--- config.mk ---
export PLATFORM = sky130hd
export DESIGN_NAME = id_ex_pipe_reg
export DESIGN_NICKNAME = d
export VERILOG_FILES = /design/src/rtl/cpu_pipe_pkg.sv /design/src/rtl/load_use_detect.sv /design/src/rtl/id_ex_pipe_reg.sv
export SDC_FILE = /design/constraint.sdc
export NUM_CORES = 1
export LEC_CHECK = 0
export CAP_MARGIN = 20
export CORE_MARGIN = 5
export CORE_UTILIZATION = 40
export CTS_CLUSTER_DIAMETER = 150
export DETAILED_ROUTE_END_ITERATION = 8
export HOLD_SLACK_MARGIN = 0.12
export PLACE_DENSITY = 0.86
export SYNTH_ARGS = -nofsm -noshare
export SYNTH_HDL_FRONTEND = slang
export SYNTH_SLANG_ARGS = --single-unit
--- constraint.sdc ---
create_clock -name clk -period 6.8 [get_ports clk]
set_input_delay 1.36 -clock clk [delete_from_list [all_inputs] [get_ports clk]]
set_output_delay 1.36 -clock clk [all_outputs]
set_load 0.005 [all_outputs]
--- src/rtl/cpu_pipe_pkg.sv ---
// Shared widths and control-word field positions for the 5-stage CPU pipeline.
// Control word layout (bit 0 first): brz, brn, j, regw, wai, memw, memr, alusrc, aluop[2:0].
package cpu_pipe_pkg;

    localparam int unsigned DATA_W_DEF = 32;
    localparam int unsigned REG_AW_DEF = 6;
    localparam int unsigned CTRL_W     = 11;
    localparam int unsigned CNT_W_DEF  = 16;

    localparam int unsigned CTRL_BRZ       = 0;
    localparam int unsigned CTRL_BRN       = 1;
    localparam int unsigned CTRL_J         = 2;
    localparam int unsigned CTRL_REGW      = 3;
    localparam int unsigned CTRL_WAI       = 4;
    localparam int unsigned CTRL_MEMW      = 5;
    localparam int unsigned CTRL_MEMR      = 6;
    localparam int unsigned CTRL_ALUSRC    = 7;
    localparam int unsigned CTRL_ALUOP_LSB = 8;

endpackage

--- src/rtl/load_use_detect.sv ---
// Combinational load-use hazard check: a load in EX whose destination is read
// by the instruction currently in ID.
module load_use_detect
    import cpu_pipe_pkg::*;
#(
    parameter int unsigned REG_AW      = REG_AW_DEF,
    parameter int unsigned ZERO_REG_HW = 1
) (
    input  logic              ex_valid_i,
    input  logic              ex_memr_i,
    input  logic              ex_regw_i,
    input  logic [REG_AW-1:0] ex_rd_i,
    input  logic              id_valid_i,
    input  logic [REG_AW-1:0] id_rs_i,
    input  logic [REG_AW-1:0] id_rt_i,
    input  logic              id_rs_used_i,
    input  logic              id_rt_used_i,
    output logic              haz_o
);

    logic rd_is_zero_reg;
    logic rs_hit;
    logic rt_hit;

    // A hardwired zero register is never really written, so it cannot be a hazard.
    assign rd_is_zero_reg = (ZERO_REG_HW != 0) && (ex_rd_i == '0);

    assign rs_hit = id_rs_used_i && (id_rs_i == ex_rd_i) && !rd_is_zero_reg;
    assign rt_hit = id_rt_used_i && (id_rt_i == ex_rd_i) && !rd_is_zero_reg;

    assign haz_o = ex_valid_i && ex_memr_i && ex_regw_i && id_valid_i && (rs_hit || rt_hit);

endmodule

--- src/rtl/id_ex_pipe_reg.sv ---
// ID/EX pipeline register with valid bit, hold, branch flush, load-use bubble
// insertion and a saturating bubble counter.
module id_ex_pipe_reg #(
    parameter int unsigned DATA_W      = cpu_pipe_pkg::DATA_W_DEF,
    parameter int unsigned REG_AW      = cpu_pipe_pkg::REG_AW_DEF,
    parameter int unsigned CTRL_W      = cpu_pipe_pkg::CTRL_W,
    parameter int unsigned CNT_W       = cpu_pipe_pkg::CNT_W_DEF,
    parameter int unsigned ZERO_REG_HW = 1
) (
    input  logic              clk,
    input  logic              rst,
    input  logic              hold_i,
    input  logic              flush_i,
    input  logic              id_valid_i,
    input  logic [DATA_W-1:0] id_pc_i,
    input  logic [DATA_W-1:0] id_imm_i,
    input  logic [DATA_W-1:0] id_rd1_i,
    input  logic [DATA_W-1:0] id_rd2_i,
    input  logic [REG_AW-1:0] id_rs_i,
    input  logic [REG_AW-1:0] id_rt_i,
    input  logic              id_rs_used_i,
    input  logic              id_rt_used_i,
    input  logic [REG_AW-1:0] id_rd_i,
    input  logic [CTRL_W-1:0] id_ctrl_i,
    output logic              ex_valid_o,
    output logic [DATA_W-1:0] ex_pc_o,
    output logic [DATA_W-1:0] ex_imm_o,
    output logic [DATA_W-1:0] ex_rd1_o,
    output logic [DATA_W-1:0] ex_rd2_o,
    output logic [REG_AW-1:0] ex_rs_o,
    output logic [REG_AW-1:0] ex_rt_o,
    output logic [REG_AW-1:0] ex_rd_o,
    output logic [CTRL_W-1:0] ex_ctrl_o,
    output logic              stall_id_o,
    output logic [CNT_W-1:0]  bubble_cnt_o
);
    import cpu_pipe_pkg::*;

    logic              valid_q, valid_d;
    logic [CTRL_W-1:0] ctrl_q,  ctrl_d;
    logic [DATA_W-1:0] pc_q,    pc_d;
    logic [DATA_W-1:0] imm_q,   imm_d;
    logic [DATA_W-1:0] rd1_q,   rd1_d;
    logic [DATA_W-1:0] rd2_q,   rd2_d;
    logic [REG_AW-1:0] rs_q,    rs_d;
    logic [REG_AW-1:0] rt_q,    rt_d;
    logic [REG_AW-1:0] rd_q,    rd_d;
    logic [CNT_W-1:0]  cnt_q,   cnt_d;
    logic              haz;

    load_use_detect #(
        .REG_AW      (REG_AW),
        .ZERO_REG_HW (ZERO_REG_HW)
    ) u_load_use_detect (
        .ex_valid_i   (valid_q),
        .ex_memr_i    (ctrl_q[CTRL_MEMR]),
        .ex_regw_i    (ctrl_q[CTRL_REGW]),
        .ex_rd_i      (rd_q),
        .id_valid_i   (id_valid_i),
        .id_rs_i      (id_rs_i),
        .id_rt_i      (id_rt_i),
        .id_rs_used_i (id_rs_used_i),
        .id_rt_used_i (id_rt_used_i),
        .haz_o        (haz)
    );

    // Flush beats hold beats bubble beats load; flush and bubble keep the data fields.
    always_comb begin
        valid_d = valid_q;
        ctrl_d  = ctrl_q;
        pc_d    = pc_q;
        imm_d   = imm_q;
        rd1_d   = rd1_q;
        rd2_d   = rd2_q;
        rs_d    = rs_q;
        rt_d    = rt_q;
        rd_d    = rd_q;
        cnt_d   = cnt_q;
        if (flush_i) begin
            valid_d = 1'b0;
            ctrl_d  = '0;
        end else if (hold_i) begin
            valid_d = valid_q;
        end else if (haz) begin
            valid_d = 1'b0;
            ctrl_d  = '0;
            cnt_d   = (&cnt_q) ? cnt_q : cnt_q + CNT_W'(1);
        end else begin
            valid_d = id_valid_i;
            ctrl_d  = id_valid_i ? id_ctrl_i : '0;
            pc_d    = id_pc_i;
            imm_d   = id_imm_i;
            rd1_d   = id_rd1_i;
            rd2_d   = id_rd2_i;
            rs_d    = id_rs_i;
            rt_d    = id_rt_i;
            rd_d    = id_rd_i;
        end
    end

    always_ff @(posedge clk or posedge rst) begin
        if (rst) begin
            valid_q <= 1'b0;
            ctrl_q  <= '0;
            pc_q    <= '0;
            imm_q   <= '0;
            rd1_q   <= '0;
            rd2_q   <= '0;
            rs_q    <= '0;
            rt_q    <= '0;
            rd_q    <= '0;
            cnt_q   <= '0;
        end else begin
            valid_q <= valid_d;
            ctrl_q  <= ctrl_d;
            pc_q    <= pc_d;
            imm_q   <= imm_d;
            rd1_q   <= rd1_d;
            rd2_q   <= rd2_d;
            rs_q    <= rs_d;
            rt_q    <= rt_d;
            rd_q    <= rd_d;
            cnt_q   <= cnt_d;
        end
    end

    assign stall_id_o   = !rst && !flush_i && (hold_i || haz);
    assign ex_valid_o   = valid_q;
    assign ex_ctrl_o    = ctrl_q;
    assign ex_pc_o      = pc_q;
    assign ex_imm_o     = imm_q;
    assign ex_rd1_o     = rd1_q;
    assign ex_rd2_o     = rd2_q;
    assign ex_rs_o      = rs_q;
    assign ex_rt_o      = rt_q;
    assign ex_rd_o      = rd_q;
    assign bubble_cnt_o = cnt_q;

endmodule

==> metrics.txt <==
met3 WL=1980 um; accumulated negative setup slack=0 ns; Clock Power Share=32.9%; most used cell, CP=clkdlybuf4s50_1; critical path, cell by cell=clkdlybuf4s50_1 -> xnor2_1 -> nand4_1 -> o22ai_4 -> a21oi_1 -> nor3_1 -> clkdlybuf4s50_1; max incr delay on CP=0.53 ns; YS warnings=0; Met1 Wirelength=7660 um; Mapped Nets=601; CTS Buffer Depth=2; DP Cell Count=984; most numerous cell in the Yosys netlist=dfrtp_1; cts bufs inserted=17; Worst EP arrival=3.47 ns; Vias=4900; GPL Wtd Cong=0.801; worst skew pair latency=0.42 ns; RSZ-0062 raised after global routing=false; layout cells sized above 1=22.6%; Crit. Startpoint=id_rt_i[0]; combinational share of power=23.2%; area post-placement=10800 um^2; hold_ws=0.495 ns; Worst-path clk slew=0.06 ns; Tightest Pin Transition=0.903 ns; sequential cell fraction of total power=43.9%; ys async rst share=100%; static leakage=4.82 nW; slowest stage cell, crit path=clkdlybuf4s50_1; Via density=4.82; Post-CTS Repair Setup Buffers=0; CTS tree=yes; Sw Pwr=700 uW; peak supply drop=260 uV; hold_buf cts=0; die area=21000 um^2; WP data required=5.44 ns; vias in the first global route=5350; Placement Rows=49; core region area=18000 um^2; Mean Syn Cell Area=16.7 um^2; Tcrit/Tclk final=71.1%; Hold Vio Cnt, Final=0; clk root buf=clkbuf_16; CTS H-tree lvls=4; DP HPWL=15200 um; post-route design area=11400 um^2; f_max=207 MHz; drt drc=0; IO buf count=338; nets=939; GRT Util Overall=18.8%; total wire length=20200 um; # setup viols final=0; synth top area cells=dfrtp_1 60%, mux2_4 21%, mux2_2 6.0%; Routed Antenna Nets=0; DRT iter0 DRCs=133; wire length per cell=19.9 um; hold depth=1; ranking of synthesized cells by instance count=174 x dfrtp_1, 100 x mux2_4, 39 x mux2_2; initial core utilization=40.5%; clk sinks=174; Int Pwr=2.15 mW; worst hold path type=reg -> reg; Post-CTS Resized=0; Die Ht=145 um; grt total ovfl=0; PwrDens=250 nW/um^2; Register-to-Register Path Depth=5; diode count=0; count of cell types in the netlist=29; Final Skew=0.0122 ns; fin cells=1016; Synth top area share=59.8%; Setup CP Type=in -> out; drt pass-1 iters=4; Final Util=63.4%; top cell type by total area after synthesis=dfrtp_1; CP Max Fanout=17; Max Slew Vio Count=0; post-route minimum period=4.83 ns; Area Growth Syn to Fin=56.4%; Mapped Area=7280 um^2; initial antenna violation count=0; switch share=24.6%; largest net degree at the start of global routing=81; Gate Count Post-Synth=436; Startpoint Class=primary input; status=completed; Max-slew headroom=39.7%; Yosys reg bits=174; Seq/Total Area, Yosys=59.8%; dominant synthesized flop cell=dfrtp_1; reg2reg start=ex_rd_o[0]; chip width=145 um; max_cap viols=0; Met2 Routed Length=10300 um; Critical Path End Type=primary output; Highest Signal Layer=met4; # fillers=1327; min-delay src=ex_rd2_o[7]; first-pass GRT wire length=30000 um; IO Pins=339; number of synthesized flops with an enable pin=0
## stage by stage
step / power [mW] / setup WS (ns)
global route: 2.98 / 1.87
global placement: 1.92 / 1.99
detailed placement: 1.94 / 1.96
floorplan: 1.51 / 0.723
finish: 2.85 / 1.97
CTS: 2.89 / 1.94
## cell type report
| type | instances | area [um^2] | share of cell area, % |
|---|---|---|---|
| sequential | 174 | 4350 | 38.3 |
| timing repair buffer | 342 | 3440 | 30.2 |
| multi-input combinational | 238 | 2730 | 24.0 |
| clock buffer | 19 | 433 | 3.80 |
| tap | 229 | 287 | 2.52 |
| clock inverter | 13 | 131 | 1.15 |
| inverter | 1 | 8.76 | 0.0769 |
## cell usage in the layout, fill, tap and decap left out, types with 4 or more instances in the layout
cell / instances
clkinv_4: 4
a32o_1: 11
inv_6: 6
nand3_1: 9
dfrtp_1: 174
mux2_2: 39
clkdlybuf4s50_1: 338
clkbuf_16: 17
xnor2_1: 27
mux2_1: 8
and3_1: 8
nand4_1: 14
mux2_4: 100
## flip-flops by register name (all words and copies together) (netlist names), 6 cells and up
name,flops
ex_rd2_o,32
ex_rd_o,6
ex_rd1_o,32
ex_imm_o,32
ex_pc_o,32
ex_ctrl_o,11
bubble_cnt_o,16
ex_rt_o,6
ex_rs_o,6
## routing by layer
metal | up-vias | GRT usage (%)
li1 | 2256 | -
met1 | 2410 | 21.4
met2 | 216 | 33.0
met3 | 18 | 7.07
met4 | 0 | 5.25
met5 | - | 0
## final timing paths
kind	endpoint	slack [ns]
setup / recovery	stall_id_o	1.97
hold / removal	ex_rd2_o[7]	0.50
setup reg to reg	ex_pc_o[31]	4.24
hold reg to reg	ex_rd2_o[7]	0.50
max in group asynchronous	ex_rd1_o[19]	4.23
min in group asynchronous	ex_rd2_o[10]	1.45
## power groups by stage
stage / logic, mW / clock network (mW) / registers (mW)
2_1_floorplan: 0.239 / 0 / 1.27
3_3_place_gp: 0.658 / 0 / 1.26
3_5_place_dp: 0.669 / 0 / 1.27
4_1_cts: 0.674 / 0.967 / 1.25
5_1_grt: 0.702 / 1.01 / 1.27
6_report: 0.661 / 0.937 / 1.25
## critical path: cells and delay by family
family | cells | cell delay [ns]
buffers and inverters | 2 | 1.03
AO/OA/AOI/OAI | 2 | 0.60
AND/OR/NAND/NOR | 2 | 0.34
XOR/XNOR | 1 | 0.14
## cells by family (layout without fill, tap and decap cells)
| kind of cell | Yosys count | in the layout | share of synthesized area, % |
|---|---|---|---|
| adders and majority gates | 1 | 1 | 0.172 |
| muxes | 147 | 147 | 27.9 |
| and+or+nand+nor | 47 | 47 | 3.92 |
| DFF | 174 | 174 | 59.8 |
| buffers and inverters | 24 | 375 | 2.77 |
| AOI/OAI and AO/OA | 16 | 16 | 2.17 |
| xor gates and xnor gates | 27 | 27 | 3.25 |
Note: power is estimated with default switching activity, not from simulation.
